===== src/rtl/arb_mux_pkg.sv =====
// Shared constants and helpers for the arb_mux stream multiplexer.
package arb_mux_pkg;

  localparam logic MODE_ADDR = 1'b0;
  localparam logic MODE_RR   = 1'b1;

  // Width of a channel index for n channels (at least one bit).
  function automatic int sel_width(input int n);
    int w;
    w = 1;
    while ((1 << w) < n) w++;
    return w;
  endfunction

endpackage


===== src/rtl/arb_mux_rr_pick.sv =====
// Rotating priority encoder: grants the first requesting channel at or
// above ptr, wrapping from NCH-1 back to 0.
module rr_pick
  import arb_mux_pkg::*;
#(
  parameter int NCH = 4,
  localparam int SELW = sel_width(NCH)
) (
  input  logic [NCH-1:0]  req,
  input  logic [SELW-1:0] ptr,
  output logic [SELW-1:0] gnt_idx,
  output logic            gnt_vld
);

  logic [NCH-1:0] rot;
  logic [SELW:0]  sum;

  // Rotate requests so bit 0 is the channel at ptr, then take the lowest set bit.
  always_comb begin
    rot     = NCH'({req, req} >> ptr);
    sum     = '0;
    gnt_idx = '0;
    gnt_vld = 1'b0;
    for (int j = NCH - 1; j >= 0; j--) begin
      if (rot[j]) begin
        sum = {1'b0, ptr} + (SELW + 1)'(j);
        if (sum >= (SELW + 1)'(NCH)) sum = sum - (SELW + 1)'(NCH);
        gnt_idx = sum[SELW-1:0];
        gnt_vld = 1'b1;
      end
    end
  end

endmodule


===== src/rtl/arb_mux.sv =====
// Registered NCH-channel stream multiplexer with valid/ready handshake.
// Channel chosen by address, or by round-robin when ARB_MUX_RR_EN is defined.
module arb_mux
  import arb_mux_pkg::*;
#(
  parameter int WIDTH = 8,
  parameter int NCH   = 4,
  localparam int SELW = $clog2(NCH)
) (
  input  logic                 clk,
  input  logic                 reset_n,
  input  logic                 mode,
  input  logic [SELW-1:0]      address,
  input  logic [NCH-1:0]       in_valid,
  input  logic [NCH*WIDTH-1:0] in_data,
  output logic [NCH-1:0]       in_ready,
  output logic                 out_valid,
  output logic [WIDTH-1:0]     out_data,
  output logic [SELW-1:0]      out_chan,
  input  logic                 out_ready
);

  logic             load;
  logic             addr_vld;
  logic [SELW-1:0]  gnt_p0;
  logic             gnt_vld_p0;
  logic [WIDTH-1:0] word_p0;
  logic             vld_p1;
  logic [WIDTH-1:0] data_p1;
  logic [SELW-1:0]  chan_p1;

  assign load = !vld_p1 | out_ready;

  // Address grant; an out-of-range address matches no channel.
  always_comb begin
    addr_vld = 1'b0;
    for (int k = 0; k < NCH; k++) begin
      if (address == SELW'(k)) addr_vld = in_valid[k];
    end
  end

`ifdef ARB_MUX_RR_EN
  logic [SELW-1:0] ptr;
  logic [SELW-1:0] rr_idx;
  logic            rr_vld;

  rr_pick #(.NCH(NCH)) u_rr_pick (
    .req     (in_valid),
    .ptr     (ptr),
    .gnt_idx (rr_idx),
    .gnt_vld (rr_vld)
  );

  assign gnt_p0     = (mode == MODE_RR) ? rr_idx : address;
  assign gnt_vld_p0 = (mode == MODE_RR) ? rr_vld : addr_vld;

  // Round-robin pointer moves past the winner only on round-robin transfers.
  always_ff @(posedge clk or negedge reset_n) begin
    if (!reset_n) begin
      ptr <= '0;
    end else if (load && gnt_vld_p0 && mode == MODE_RR) begin
      ptr <= (gnt_p0 == SELW'(NCH - 1)) ? '0 : gnt_p0 + 1'b1;
    end
  end
`else
  logic unused_mode;
  assign unused_mode = mode;
  assign gnt_p0      = address;
  assign gnt_vld_p0  = addr_vld;
`endif

  // Word of the granted channel.
  always_comb begin
    word_p0 = '0;
    for (int k = 0; k < NCH; k++) begin
      if (gnt_p0 == SELW'(k)) word_p0 = in_data[k*WIDTH +: WIDTH];
    end
  end

  // Accept strobe to the granted channel only; forced low during reset.
  always_comb begin
    for (int k = 0; k < NCH; k++) begin
      in_ready[k] = reset_n & load & gnt_vld_p0 & (gnt_p0 == SELW'(k));
    end
  end

  // ---- stage p0 -> p1: output register ----
  // Load on enable; an empty grant drops valid but keeps the last word and channel.
  always_ff @(posedge clk or negedge reset_n) begin
    if (!reset_n) begin
      vld_p1  <= 1'b0;
      data_p1 <= '0;
      chan_p1 <= '0;
    end else if (load) begin
      vld_p1 <= gnt_vld_p0;
      if (gnt_vld_p0) begin
        data_p1 <= word_p0;
        chan_p1 <= gnt_p0;
      end
    end
  end

  assign out_valid = vld_p1;
  assign out_data  = data_p1;
  assign out_chan  = chan_p1;

endmodule


===== config.mk =====
export PLATFORM = sky130hd
export DESIGN_NAME = arb_mux
export DESIGN_NICKNAME = d
export VERILOG_FILES = /design/src/rtl/arb_mux_pkg.sv /design/src/rtl/arb_mux_rr_pick.sv /design/src/rtl/arb_mux.sv
export SDC_FILE = /design/constraint.sdc
export NUM_CORES = 1
export LEC_CHECK = 0
export BUFFER_PORTS_ARGS = -buffer_cell sky130_fd_sc_hd__clkbuf_2
export CORE_MARGIN = 10
export CORE_UTILIZATION = 37
export CTS_BUF_LIST = sky130_fd_sc_hd__clkbuf_8
export CTS_CLUSTER_DIAMETER = 200
export DETAILED_ROUTE_END_ITERATION = 10
export GPL_TIMING_DRIVEN = 0
export PLACE_DENSITY = 0.82
export SLEW_MARGIN = 5
export SYNTH_ARGS = -nofsm -noshare
export SYNTH_HDL_FRONTEND = slang
export SYNTH_HIERARCHICAL = 1
export SYNTH_SLANG_ARGS = --single-unit

===== constraint.sdc =====
create_clock -name clk -period 1.3 [get_ports clk]
set_input_delay 0.065 -clock clk [delete_from_list [all_inputs] [get_ports clk]]
set_output_delay 0.065 -clock clk [all_outputs]
set_load 0.03 [all_outputs]

; Word-level counts from Yosys, hierarchy flattened
; Cells that the tools add are included.
[word_totals]
reg_bits = 11
out_inout_bits = 15
wordCells = 24
input_bits = 42
[classes]
mux = 8
reduce_logical = 3
n_bitwise = 7
n_eq_ne = 3
[op_table]
columns = operator, count
row1 = $mux 8, 4
row2 = $and 1x1->1, 6
row3 = $eq 2x2->1 const B, 2
row4 = $mux 1, 4
row5 = $eq 2x1->1 const B, 1
row6 = $logic_not 2->1, 1
row7 = $reduce_and 2->1, 1
row8 = $logic_not 1->1, 1
row9 = $or 1x1->1, 1

; Logic depth before layout (Yosys ltp)
; Gate-level depths: netlist (run 1).
[logic_depth]
ltp_word = 7
depth_mapped = 4
mapped_depth_nobuf = 4

; Worst setup path after synthesis (run 1)
; OpenSTA, ideal clock, no wires.
[synth_timing]
kind = register to register
startpoint = register vld_p1, in the netlist out_valid
endpoint = register chan_p1[0], in the netlist out_chan[0]
path_stages_with_launch = 4
setup_time_ns = 0.125
t_arrival_ns = 1.490
period_less_slack_ns = 1.615
setup_slack_ns = -0.315
path_buffers = 0
cell_sequence = dfrtp_1 -> nand2_1 -> a31oi_4 -> mux2_4
[synth_between]
elab_chain_cells = 3
[synth_rtl]
columns = item, line_no
row1 = "start, declared", arb_mux.sv:28  ; logic vld_p1;
row2 = "start signal, assigned", arb_mux.sv:95  ; vld_p1 <= gnt_vld_p0;
row3 = $logic_not 1->1, arb_mux.sv:32  ; assign load = !vld_p1 | out_ready;
row4 = $or 1x1->1, arb_mux.sv:32
row5 = $reduce_and 2->1 (no line), n/a
row6 = "end signal, assigned", arb_mux.sv:98  ; chan_p1 <= gnt_p0;
row7 = "end, declared", arb_mux.sv:30  ; logic [SELW-1:0] chan_p1;
; Every way passes these cells.
; A chain may end at the register's enable or synchronous reset.

; Worst setup path in the final report (run 1)
[layout_timing]
startpoint = register vld_p1, in the netlist out_valid
endpoint = register data_p1[0], in the netlist out_data[0]
[layout_between]
elab_chain_cells = 3
[layout_rtl]
columns = item, line_no
row1 = $logic_not 1->1, arb_mux.sv:32
row2 = $or 1x1->1, arb_mux.sv:32
row3 = $reduce_and 2->1 (no line), n/a
row4 = "end signal, assigned", arb_mux.sv:97  ; data_p1 <= word_p0;
row5 = "end, declared", arb_mux.sv:29  ; logic [WIDTH-1:0] data_p1;
; Every way passes these cells.

==> results.cfg, run 1 <==
[drt]
drc = 0
ant_nets = 0
highest_layer = met3
wl_per_cell_um = 16.7
first_pass_iters = 3
wl_met3_um = 251
drt_iter0_drc = 1
wl_met1_um = 770
dr_total_vias = 652
via_per_inst = 4.72
met2_length_um = 1280
finalWirelength_um = 2300

[timing]
final_max_slew_viol_count = 0
finalSetupViolations = 10
rsz0062_at_grt = yes
fmax_ghz = 0.722
slew_headroom = 0.679
hold_viol_final = 0
whs_ps = 225
fin_crit_ps = 1390
finClkSkew_ps = 1.65
fin_ws_ps = -85.1
worst_slew_pin_slew_ps = 480
fin_crit_sh = 1.07

[worst_setup_path]
reg2regPathDepth = 3
crit_path_cell_trace = a221oi_4 -> a31oi_4 -> mux2_4
crit_type = reg -> reg
rrSetupSlack_ps = -90
cp-start-kind = flop
critical_path.slowest_cell = dfrtp_2
cp_max_fo = 9
cp.arrival_ps = 1500
crit_required_ps = 1420
end_kind = flop
cp_slowest_stage_delay_ps = 440

[min_path]
whs_path_depth = 5
min-delay-path-class = in -> reg

[floorplanning]
die_area_mm2 = 0.00423
row_count = 16
die_w_um = 65.0
start_util = 0.387
core_mm2 = 0.00194
die_h_um = 65.0
io_pins = 57

[finish]
final_core_util = 0.606
fin_cells = 138
syn2layout_area_growth_pct = 56.7
antenna_cells = 0
fin_nets = 154
drive_gt1_frac = 0.793
final_cell_mix = clkbuf_2 (51), dfrtp_1 (10), mux2_4 (9)
final_common_cell = clkbuf_2

[placed_design]
post-dp-hpwl_um = 1900
dp_slack_ps = -204
portBuffers = 54
placed_cells = 133
gp_congestion = 0.643

[logic_synthesis]
synth_seq_area_share = 0.367
synth_seq_cells = 11
synth_fp_nets = 94
yosysWarnings = 6
synth_cell_type_count = 18
syn_area_um2 = 751
syn_inst = 52
postSynthAreaPerCell_um2 = 14.4

[grt]
grt_max_degree = 12
overflow = 0
first_global_vias = 824
grt_usage = 0.112
antenna_found_initial = 0
grt_pass1_wl_um = 3720

[clocking]
htree_levels = 1
clock-root-buffer = clkbuf_8
cts_tree = yes
numCtsBuffers = 3
clkTransAtPathRegs_ps = 50
clockBufferDepth = 2
cts.sinks = 11
clk_latency_ps = 230

[power]
power_density_mw_per_mm2 = 1220
ir_drop_uv = 1020
p_leak_nw = 0.609

[outcome]
status = finished, violations left
violations = negative setup slack

[job]
maxCapViolCount = 0
==> power breakdown <==
group / internal [mW] / switching, mW
Sequential: 0.431 / 0.0547
Clock: 0.207 / 0.120
Combinational: 0.280 / 0.341
==> Yosys cell counts (all sizes together) <==
cell type   n  area share
a221oi      1       0.035
a31oi       1       0.028
buf         2       0.017
clkbuf      1      0.0050
clkinv      1      0.0050
dfrtp      11        0.37
inv         2       0.010
mux2        9        0.18
mux2i       1       0.013
mux4        8        0.24
nand2       6       0.030
nand2b      1       0.018
nand3       2       0.013
nor2        1      0.0050
nor3        3       0.020
o21ai       2       0.013
==> critical path, delay by kind of cell (launching register included) <==
kind	cells	cell delay [ps]
flops	1	440
compound gates	2	470
mux	1	350
==> registers in the layout, summed over array words and instances, names as in the netlist <==
name,cells
out_valid,1
out_chan,2
out_data,8
==> path summary, 6_finish.rpt <==
kind	start	endpoint
hold reg to reg	out_data[7]$_DFFE_PN0P_	out_data[7]$_DFFE_PN0P_
max in group asynchronous	reset_n	out_valid$_DFFE_PN0N_
min in group asynchronous	reset_n	out_chan[0]$_DFFE_PN0P_
setup reg to reg	out_valid$_DFFE_PN0N_	out_data[0]$_DFFE_PN0P_
hold / removal	in_valid[0]	out_valid$_DFFE_PN0N_
setup / recovery	out_valid$_DFFE_PN0N_	out_data[0]$_DFFE_PN0P_
==> per-stage QoR <==
step                      instance area [um^2]  TNS, ps  power (mW)
after global routing                      1180    -1300        1.52
final                                     1180     -764        1.43
after CTS                                 1150     -881        1.43
after floorplan                            764    -1240       0.904
after global placement                    1070    -1130        1.09
after detailed placement                  1070    -1390        1.10
==> cell type report <==
class | count | area, um^2
fillers | 170 | 766
multi-input cells | 35 | 494
repair buffers | 55 | 298
flip-flops and latches | 11 | 277
clock buffers | 3 | 41.3
well taps | 27 | 33.8
plain buffers | 3 | 17.5
inverters | 3 | 11.3
clock inverters | 1 | 3.75
==> kinds of logic after synthesis <==
family                 after synthesis  synth area share
flip-flops                          11             0.367
buffers and inverters                6            0.0367
AND/OR/NAND/NOR                     13            0.0867
multiplexers                        18             0.433
AO/OA/AOI/OAI                        4            0.0767
==> repair_timing <==
item                                    CTS  global route
setup buffers                             0             0
hold buffers                              1             0
hold endpoints to repair                 11             0
endpoints found under the setup margin   13            13
resized for setup                         7            10
pin swaps                                 1             2
==> per-layer routing <==
metal  global-route usage  up-vias
met5                    0        -
met4               0.0160        0
met3               0.0619        0
met2                0.218       31
met1               0.0999      305
li1                     -      316
No activity file was read; power rests on OpenSTA's default activity.
==> run 2, diff against run 1 <==
CAP_MARGIN = 20   (was not set)
RECOVER_POWER = 25   (was not set)
==> results.cfg, run 2 (synthesized netlist as in run 1, its figures left out) <==
[outcome]
status = finished, violations left
violations = negative setup slack

[drt]
drt_iter0_drc = 1
ant_nets = 0
wl_per_cell_um = 16.7
dr_total_vias = 652
first_pass_iters = 3
drc = 0
finalWirelength_um = 2310
via_per_inst = 4.72

[floorplanning]
row_count = 16
die_area_mm2 = 0.00423
start_util = 0.387
io_pins = 57
die_w_um = 65.0
core_mm2 = 0.00194
die_h_um = 65.0

[placed_design]
gp_congestion = 0.643
placed_cells = 133
post-dp-hpwl_um = 1900
portBuffers = 54

[finish]
final_common_cell = clkbuf_2
largest_reg_flops = 8
fin_cells = 138
final_core_util = 0.605
drive_gt1_frac = 0.784
syn2layout_area_growth_pct = 56.5
antenna_cells = 0
fin_nets = 154
final_cell_mix = clkbuf_2 (50), dfrtp_1 (10), mux2_4 (9)

[power]
p_total_mw = 1.43
power_density_mw_per_mm2 = 1220
p_leak_nw = 0.606
ir_drop_uv = 1020

[worst_setup_path]
crit_type = reg -> reg
cp_max_fo = 9
crit_path_start = out_valid$_DFFE_PN0N_
rr_endpoint = out_data[0]$_DFFE_PN0P_
end_kind = flop
reg2regPathDepth = 3
cp-start-kind = flop
rrSetupSlack_ps = -90
crit_required_ps = 1420
crit_end = out_data[0]$_DFFE_PN0P_
cp.arrival_ps = 1500
reg2reg_from = out_valid$_DFFE_PN0N_

[clocking]
cts_tree = yes
htree_levels = 1
cts.sinks = 11
clkTransAtPathRegs_ps = 50
clockBufferDepth = 2
clk_latency_ps = 230
numCtsBuffers = 3
post_cts_buffers = 0
clock-root-buffer = clkbuf_8

[timing]
worst_slew_pin_slew_ps = 480
fin_crit_sh = 1.07
rsz0062_at_grt = yes
fin_crit_ps = 1390
final_max_slew_viol_count = 0
hold_viol_final = 0
finClkSkew_ps = 1.65
fmax_ghz = 0.722
finalSetupViolations = 10
fin_ws_ps = -85.1
slew_headroom = 0.679
whs_ps = 225

[grt]
grt_max_degree = 12
first_global_vias = 824
antenna_found_initial = 0
grt_pass1_wl_um = 3720
grt_usage = 0.112
overflow = 0

[job]
maxCapViolCount = 0

[min_path]
min-delay-path-class = in -> reg
[run 2: cell counts in the layout (fill, tap and decap cells not counted)]
No cell type changed its count.
[run 2: worst min path at each step]
stage,start,end,slack [ps],cells past startpoint
after floorplan,reset_n,out_chan[0]$_DFFE_PN0P_,-230,0
after global placement,reset_n,out_chan[1]$_DFFE_PN0P_,-40,1
after detailed placement,reset_n,out_chan[1]$_DFFE_PN0P_,-30,1
after CTS,out_ready,out_valid$_DFFE_PN0N_,210,4
after global routing,in_valid[0],out_valid$_DFFE_PN0N_,240,5
final,in_valid[0],out_valid$_DFFE_PN0N_,220,5
[run 2: critical path: stages, from the launching register on]
cell	delay (ps)
dfrtp_2	440
a221oi_4	330
a31oi_4	140
mux2_4	350
[run 2: layer usage]
layer,GRT usage,vias up,part of all wire
li1,-,316,-
met1,0.0999,305,0.33
met2,0.218,31,0.56
met3,0.0619,0,0.11
met4,0.0160,0,0
met5,0,-,0
[run 2: cell type report]
type                       instances  area [um^2]
multi-input combinational         35          494
clock buffer                       3         41.3
inverter                           3         11.3
fill                             171          767
tap                               27         33.8
sequential                        11          277
buffer                             3         17.5
clock inverter                     1         3.75
timing repair buffer              55          297
[run 2: what timing repair did]
item	CTS	global route
endpoints found under the hold margin	11	0
hold buffers	1	0
setup endpoints to repair	13	13
resized for setup	7	10
pin swaps	1	2
[run 2: per-stage QoR]
step                setup WS, ps  setup TNS, ps  cell area [um^2]
floorplan                   -126          -1240               764
global placement            -173          -1130              1070
detailed placement          -204          -1390              1070
CTS                        -99.1           -881              1150
global route                -139          -1310              1170
finish                     -85.1           -764              1170
[run 2: power by group]
group	internal (mW)	switching, mW
Clock	0.207	0.120
Sequential	0.431	0.0547
Combinational	0.279	0.341
==> run 3, diff against run 2 <==
CTS_BUF_LIST = sky130_fd_sc_hd__clkbuf_2   (was sky130_fd_sc_hd__clkbuf_8)
==> results.cfg, run 3 (synthesized netlist as in run 1, its figures left out) <==
[outcome]
status = finished, violations left
violations = negative setup slack

[grt]
first_global_vias = 802
overflow = 0
antenna_found_initial = 0
grt_usage = 0.111
grt_max_degree = 12
grt_pass1_wl_um = 3650

[placed_design]
post-dp-hpwl_um = 1900
place_area_mm2 = 0.00107
dp_slack_ps = -204
placed_cells = 133
portBuffers = 54
gp_congestion = 0.643

[timing]
worst_slew_pin_slew_ps = 480
slew_headroom = 0.679
fmax_ghz = 0.717
rsz0062_at_grt = yes
whs_ps = 206
finalSetupViolations = 11
finClkSkew_ps = 1.74
fin_crit_ps = 1390
final_max_slew_viol_count = 0
finalSetupTns_ps = -852
hold_viol_final = 0
fin_ws_ps = -94.9
fin_crit_sh = 1.07

[finish]
fin_nets = 154
drive_gt1_frac = 0.793
fillers = 173
antenna_cells = 0
largest_reg_flops = 8
syn2layout_area_growth_pct = 55.7
final_area_mm2 = 0.00117
final_cell_mix = clkbuf_2 (54), dfrtp_1 (10), mux2_4 (9)
final_core_util = 0.602
final_common_cell = clkbuf_2
fin_cells = 138

[clocking]
clockBufferDepth = 2
clock-root-buffer = clkbuf_2
clkTransAtPathRegs_ps = 100
clk_latency_ps = 240
htree_levels = 1
cts.sinks = 11
cts_tree = yes
numCtsBuffers = 3

[drt]
drc = 0
wl_per_cell_um = 16.4
ant_nets = 0
via_per_inst = 4.86
first_pass_iters = 2
finalWirelength_um = 2260
drt_iter0_drc = 13
dr_total_vias = 670

[floorplanning]
row_count = 16
start_util = 0.387
die_h_um = 65.0
core_mm2 = 0.00194
die_area_mm2 = 0.00423
die_w_um = 65.0
io_pins = 57

[worst_setup_path]
crit_path_cell_trace = a221oi_4 -> a31oi_4 -> mux2_4
cp.arrival_ps = 1540
cp_max_fo = 9
cp.depth = 3
critical-path-top-delay-family = compound AO/OA/AOI/OAI gates
cp-start-kind = flop
crit_required_ps = 1440
cp_slowest_stage_delay_ps = 460
reg2regPathDepth = 3
crit_type = reg -> reg
critPathBufInv = 0
critical_path.slowest_cell = dfrtp_2
end_kind = flop

[power]
power_frac_comb = 0.481
p_total_mw = 1.29
power_density_mw_per_mm2 = 1110
clkPwrFrac = 0.145
p_seq_frac = 0.374
p_int_uw = 792
ir_drop_uv = 747
p_sw_uw = 503
p_leak_nw = 0.599
sw_frac_of_total = 0.388

[job]
maxCapViolCount = 0

[min_path]
whs_path_depth = 5
min-delay-path-class = in -> reg
==> run 3: cell types whose count changed in the layout (fill, tap and decap cells not counted) <==
cell,delta
inv_1,-1
nor2_4,+1
nor2_2,-1
clkbuf_2,+4
buf_4,-2
clkbuf_8,-2
buf_8,+1
==> run 3: worst register-to-register path: stages (launching register included) <==
cell      delay (ps)
dfrtp_2          460
a221oi_4         330
a31oi_4          140
mux2_4           360
==> run 3: power groups by stage <==
| stage | clock network [mW] | logic [mW] | registers [mW] |
|---|---|---|---|
| after CTS | 0.194 | 0.625 | 0.485 |
| after global placement | 0 | 0.601 | 0.488 |
| final | 0.188 | 0.623 | 0.484 |
| after global routing | 0.208 | 0.670 | 0.496 |
| after floorplan | 0 | 0.245 | 0.659 |
| after detailed placement | 0 | 0.610 | 0.490 |
==> run 3: layout make-up <==
| cell class | count | area (um^2) | area share |
|---|---|---|---|
| sequential | 11 | 277 | 0.237 |
| tap | 27 | 33.8 | 0.0289 |
| inverter | 3 | 11.3 | 0.00964 |
| timing repair buffer | 55 | 310 | 0.266 |
| clock buffer | 4 | 20.0 | 0.0171 |
| buffer | 3 | 17.5 | 0.0150 |
| multi-input combinational | 35 | 499 | 0.427 |
==> run 3: path summary, 6_finish.rpt <==
path / start / endpoint / slack [ps]
max: out_valid$_DFFE_PN0N_ / out_chan[0]$_DFFE_PN0P_ / -90
min: in_valid[0] / out_valid$_DFFE_PN0N_ / 210
max reg2reg: out_valid$_DFFE_PN0N_ / out_chan[0]$_DFFE_PN0P_ / -90
min reg2reg: out_data[6]$_DFFE_PN0P_ / out_data[6]$_DFFE_PN0P_ / 520
max in group asynchronous: reset_n / out_valid$_DFFE_PN0N_ / 490
min in group asynchronous: reset_n / out_chan[0]$_DFFE_PN0P_ / 460
==> run 3: metal layers <==
layer	part of all wire	wire length, um	global-route usage	up-vias
met5	0	0	0	-
met4	0.016	37	0.0321	0
met1	0.34	762	0.104	309
li1	-	-	-	320
met3	0.12	274	0.0722	6
met2	0.52	1190	0.196	35
==> run 3: what timing repair did <==
action	4_1_cts	5_1_grt
pin swaps	2	0
endpoints found under the hold margin	11	0
setup endpoints to repair	13	13
hold buffers	1	0
setup buffers	0	0
resized for setup	12	8
gates cloned	0	0
